## config.mk

```make
export PLATFORM = sky130hd
export DESIGN_NAME = fir_coeff_seq
export DESIGN_NICKNAME = d
export VERILOG_FILES = /design/src/rtl/fir_coeff_seq.sv
export SDC_FILE = /design/constraint.sdc
export NUM_CORES = 1
export LEC_CHECK = 0
export ABC_CLOCK_PERIOD_IN_PS = 8900
export BUFFER_PORTS_ARGS = -buffer_cell sky130_fd_sc_hd__buf_2
export CORE_MARGIN = 2
export CORE_UTILIZATION = 55
export CTS_CLUSTER_DIAMETER = 150
export DETAILED_ROUTE_END_ITERATION = 10
export PLACE_DENSITY = 0.77
export SLEW_MARGIN = 20
export SYNTH_ARGS = -nofsm -noshare
export SYNTH_HDL_FRONTEND = slang
export SYNTH_SLANG_ARGS = --single-unit
```

## constraint.sdc

```tcl
create_clock -name clk_i -period 8.9 [get_ports clk_i]
set_input_delay 1.78 -clock clk_i [delete_from_list [all_inputs] [get_ports clk_i]]
set_output_delay 1.78 -clock clk_i [all_outputs]
set_load 0.01 [all_outputs]
```

## src/rtl/fir_coeff_seq.sv

```systemverilog
// Coefficient sequencer: on each accepted sample, sweeps the coefficient ROM over
// taps 0..TAPS-1 and streams {coeff, sample, tap, first, last} beats through a
// 4-deep FIFO. The FIFO hides the registered ROM read latency under backpressure.
module fir_coeff_seq #(
   parameter int unsigned DATA_WIDTH   = 16,
   parameter int unsigned ADDR_WIDTH   = 5,
   parameter int unsigned TAPS         = 32,
   parameter int unsigned SAMPLE_WIDTH = 16
) (
   input  logic                    clk_i,
   input  logic                    arstn_i,
   input  logic                    s_valid_i,
   output logic                    s_ready_o,
   input  logic [SAMPLE_WIDTH-1:0] s_data_i,
   output logic [ADDR_WIDTH-1:0]   rom_addr_o,
   input  logic [DATA_WIDTH-1:0]   rom_data_i,
   output logic                    m_valid_o,
   input  logic                    m_ready_i,
   output logic [DATA_WIDTH-1:0]   m_coeff_o,
   output logic [SAMPLE_WIDTH-1:0] m_sample_o,
   output logic [ADDR_WIDTH-1:0]   m_tap_o,
   output logic                    m_first_o,
   output logic                    m_last_o,
   output logic                    busy_o
);

   // Issue counter is one bit wider so a full 2**ADDR_WIDTH sweep never wraps.
   localparam int unsigned CW = ADDR_WIDTH + 1;
   localparam logic [CW-1:0] LastTap = CW'(TAPS - 1);
   localparam logic [ADDR_WIDTH-1:0] LastAddr = ADDR_WIDTH'(TAPS - 1);

   if (TAPS < 1 || TAPS > (2 ** ADDR_WIDTH)) begin : g_bad_taps
      $error("fir_coeff_seq: TAPS must be in 1..2**ADDR_WIDTH");
   end

   typedef enum logic [1:0] {StIdle, StRun, StDrain} state_e;

   state_e                  state_q, state_d;
   logic [CW-1:0]           next_q, next_d;
   logic [ADDR_WIDTH-1:0]   rom_addr_q, rom_addr_d;
   logic                    issue_q;
   logic                    rd_v_q;
   logic [ADDR_WIDTH-1:0]   rd_tap_q;
   logic [1:0]              inflight_q, inflight_d;
   logic [SAMPLE_WIDTH-1:0] sample_q, sample_d;

   logic [DATA_WIDTH-1:0]   coeff_mem_q [4];
   logic [ADDR_WIDTH-1:0]   tap_mem_q   [4];
   logic                    first_mem_q [4];
   logic                    last_mem_q  [4];
   logic [1:0]              wr_ptr_q, wr_ptr_d;
   logic [1:0]              rd_ptr_q, rd_ptr_d;
   logic [2:0]              count_q, count_d;

   logic                    s_hs;
   logic                    push;
   logic                    pop;
   logic [3:0]              occ;
   logic                    credit_ok;
   logic                    issue_run;
   logic                    issue;

   // Handshakes and the credit rule: room must exist for every read already in flight.
   always_comb begin
      s_hs      = s_valid_i && (state_q == StIdle);
      push      = rd_v_q;
      pop       = (count_q != 3'd0) && m_ready_i;
      occ       = 4'(count_q) + 4'(inflight_q) + 4'd1 - 4'(pop);
      credit_ok = (occ <= 4'd4);
      issue_run = (state_q == StRun) && credit_ok;
      issue     = s_hs || issue_run;
   end

   // FSM state register.
   always_ff @(posedge clk_i or negedge arstn_i) begin
      if (!arstn_i) begin
         state_q <= StIdle;
      end else begin
         state_q <= state_d;
      end
   end

   // FSM next state; the handshake itself issues tap 0.
   always_comb begin
      state_d = state_q;
      unique case (state_q)
         StIdle:  if (s_hs) state_d = (TAPS == 1) ? StDrain : StRun;
         StRun:   if (issue_run && (next_q == LastTap)) state_d = StDrain;
         StDrain: if (pop && last_mem_q[rd_ptr_q]) state_d = StIdle;
         default: state_d = StIdle;
      endcase
   end

   // FSM outputs.
   always_comb begin
      s_ready_o = (state_q == StIdle);
      busy_o    = (state_q != StIdle);
   end

   // Datapath next state: address issue, in-flight tracking, FIFO pointers.
   always_comb begin
      rom_addr_d = rom_addr_q;
      next_d     = next_q;
      sample_d   = sample_q;
      if (s_hs) begin
         rom_addr_d = '0;
         next_d     = CW'(1);
         sample_d   = s_data_i;
      end else if (issue_run) begin
         rom_addr_d = next_q[ADDR_WIDTH-1:0];
         next_d     = next_q + CW'(1);
      end
      inflight_d = inflight_q + {1'b0, issue} - {1'b0, push};
      count_d    = count_q + {2'b00, push} - {2'b00, pop};
      wr_ptr_d   = push ? wr_ptr_q + 2'd1 : wr_ptr_q;
      rd_ptr_d   = pop  ? rd_ptr_q + 2'd1 : rd_ptr_q;
   end

   // Datapath registers; rd_v_q marks the cycle in which rom_data_i is valid.
   always_ff @(posedge clk_i or negedge arstn_i) begin
      if (!arstn_i) begin
         next_q     <= '0;
         rom_addr_q <= '0;
         issue_q    <= 1'b0;
         rd_v_q     <= 1'b0;
         rd_tap_q   <= '0;
         inflight_q <= '0;
         sample_q   <= '0;
         wr_ptr_q   <= '0;
         rd_ptr_q   <= '0;
         count_q    <= '0;
      end else begin
         next_q     <= next_d;
         rom_addr_q <= rom_addr_d;
         issue_q    <= issue;
         rd_v_q     <= issue_q;
         rd_tap_q   <= rom_addr_q;
         inflight_q <= inflight_d;
         sample_q   <= sample_d;
         wr_ptr_q   <= wr_ptr_d;
         rd_ptr_q   <= rd_ptr_d;
         count_q    <= count_d;
      end
   end

   // FIFO storage; cleared on reset so the head payload reads zero.
   always_ff @(posedge clk_i or negedge arstn_i) begin
      if (!arstn_i) begin
         for (int k = 0; k < 4; k++) begin
            coeff_mem_q[k] <= '0;
            tap_mem_q[k]   <= '0;
            first_mem_q[k] <= 1'b0;
            last_mem_q[k]  <= 1'b0;
         end
      end else if (push) begin
         coeff_mem_q[wr_ptr_q] <= rom_data_i;
         tap_mem_q[wr_ptr_q]   <= rd_tap_q;
         first_mem_q[wr_ptr_q] <= (rd_tap_q == '0);
         last_mem_q[wr_ptr_q]  <= (rd_tap_q == LastAddr);
      end
   end

   // Stream outputs come straight from the FIFO head.
   always_comb begin
      rom_addr_o = rom_addr_q;
      m_valid_o  = (count_q != 3'd0);
      m_coeff_o  = coeff_mem_q[rd_ptr_q];
      m_tap_o    = tap_mem_q[rd_ptr_q];
      m_first_o  = first_mem_q[rd_ptr_q];
      m_last_o   = last_mem_q[rd_ptr_q];
      m_sample_o = sample_q;
   end

endmodule

```

==> impl_metrics.ini <==
[logic_synthesis]
async_flop_share = 1.00
syn_avg_cell_area_um2 = 14.8
synth_cell_type_count = 34
ys_warn_count = 0
synth_nets = 453
netlist_instances = 402
synthFlopType = dfrtp_1
synth-edff-count = 0
ys_ff_latch = 137
synth_area_mm2 = 0.00596
synth_seq_area_share = 0.575

[timing]
worst_slack_ps = 4540
fin_crit_ps = 4360
slew_headroom = 0.345
final-hold-violation-count = 0
fin_tns_setup_ps = 0
finalSetupViolCount = 0
rsz0062_at_grt = false
fin_crit_sh = 0.490
tightest_slew_ps = 983
clock.fmax_ghz = 0.229
drv_slew = 0
fin_skew_ps = 7.13

[finish]
fin_nets = 540
n_antenna_cell = 0
final_common_cell = dfrtp_1
final_cell_mix = dfrtp_1, mux2_2, buf_2
fin_cells = 642
area_growth_pct = 18.6
drive_gt1_frac = 0.496

[setup_path]
cpMaxStageDelayCell = fa_1
path_buf_inv = 4
cp_top_family = adder cells
path_cells = buf_2 > and2_0 > fa_1 > inv_1 > ha_1 > nor2_1 > fa_1 > inv_1 > o21a_4 > nor2_1 > a21oi_1 > ha_1 > inv_1 > ha_1 > xnor2_1 > xnor2_1
critPathMaxStageDelay_ps = 500
path_max_fanout = 9
arrival_ps = 4820
startpoint_type = primary input
required_ps = 9350
path_class = in -> reg
critPathCaptureType = flop

[clocking]
holdBufCountCts = 0
clk_path_buf_depth = 2
htreeDepth = 4
cts_buffers = 17
path_clk_slew_ps = 60
cts_resized = 0
cts_setup_buffers = 0
cts_tree = yes
cts_sinks = 137
root_buffer = clkbuf_8
clkLatencyLatePin_ps = 520

[status]
status = finished, final reports clean

[place]
hpwl_um = 7130
port_buffers = 82
dp_cells = 610
gp_congestion = 0.799
place_ws_ps = 3970

[floorplan]
rows = 38
initial_utilization = 0.557
die_h_um = 108
ioPinCount = 83
chipWidth_um = 108
dieArea_mm2 = 0.0117
core_area_mm2 = 0.0107

[route]
via_per_inst = 5.55
avgRoutedWirePerCell_um = 17.0
ant_nets = 0
totalWireLength_um = 10900
drt_iter0_markers = 86
vias = 3566
route.detailed.drc = 0
drt-pass1-iter-count = 4

[hold_path]
hp-class = reg -> reg

[global_routing]
grt.overflow.total = 0
antenna_found_initial = 0
grt_max_degree = 91
grt_first_pass_wirelength_um = 18000
first_global_vias = 3659
track_usage = 0.206

[pwr]
vdd_drop_max_mv = 0.283
power.density_mw_per_mm2 = 436
leakagePower_nw = 3.25

[flow_run]
maxCapViolations = 0
cell families (layout without fill, tap and decap cells):
kind of cell               after synthesis  count (layout)  synth area share
xor gates and xnor gates                 9               9            0.0132
and+or+nand+nor                         49              49            0.0391
adders and majority gates               15              15            0.0353
buffers and inverters                   37             137            0.0260
muxes                                  124             124             0.278
AOI/OAI and AO/OA                       31              31            0.0336
DFF                                    137             137             0.575
path summary, 6_finish.rpt:
kind                                   end        from  slack, ps  cells past startpoint
max                          inflight_q[1]   m_ready_i       4540                     16
min                                   push     issue_q        370                      0
max reg2reg                  inflight_q[1]  count_q[1]       4880                     16
min reg2reg                           push     issue_q        370                      0
max in group asynchronous   m_sample_o[15]     arstn_i       6470                      2
min in group asynchronous  coeff_mem_q[49]     arstn_i       1320                      1
synth_stat cells, drive strengths merged (2+ instances only):
master / number / area share
dfrtp: 137 / 0.58
mux2: 100 / 0.19
nand2: 24 / 0.015
mux4: 23 / 0.087
inv: 17 / 0.011
o21ai: 15 / 0.013
buf: 14 / 0.012
ha: 12 / 0.025
nand3: 7 / 0.0059
clkbuf: 6 / 0.0038
xnor2: 6 / 0.0088
nor2: 4 / 0.0025
a21oi: 3 / 0.0025
and3: 3 / 0.0031
fa: 3 / 0.010
nor3: 3 / 0.0025
o211ai: 3 / 0.0038
o31ai: 3 / 0.0038
xor2: 3 / 0.0044
a31o: 2 / 0.0029
o311ai: 2 / 0.0029
per-layer routing:
metal	part of all wire	wire (um)	vias up	track usage
met1	0.44	4860	1855	0.267
li1	-	-	1617	-
met5	0	0	-	0
met3	0.053	581	9	0.0663
met2	0.49	5400	85	0.332
met4	0.0085	93	0	0.0632
stage by stage:
| stage | hold slack (ps) | utilization | area, um2 | power (W) |
|---|---|---|---|---|
| CTS | 386 | 0.661 | 7070 | 0.00312 |
| global route | 392 | 0.661 | 7070 | 0.00330 |
| finish | 374 | 0.661 | 7070 | 0.00308 |
| global placement | 361 | 0.608 | 6510 | 0.00238 |
| floorplan | 331 | - | 5960 | 0.00207 |
| detailed placement | 365 | 0.608 | 6510 | 0.00246 |
report_power, final:
part	internal [W]	total (W)	switching, W
Combinational	0.000694	0.00128	0.000585
Clock	0.000386	0.000652	0.000266
Sequential	0.000932	0.00115	0.000222
area by class of cell:
class	instances	area (um2)
clock buffer	19	442
clock inverter	13	120
fill	788	3630
inverter	17	63.8
multi-input combinational	228	2380
sequential	137	3430
tap	140	175
timing repair buffer	88	462
registers in the layout, indices dropped and copies added (netlist names), 3 cells and up:
register     flops
coeff_mem_q     64
first_mem_q      4
last_mem_q       4
count_q          3
rd_tap_q         5
next_q           6
tap_mem_q       20
rom_addr_o       5
m_sample_o      16
No activity file was read; power rests on OpenSTA's default activity.
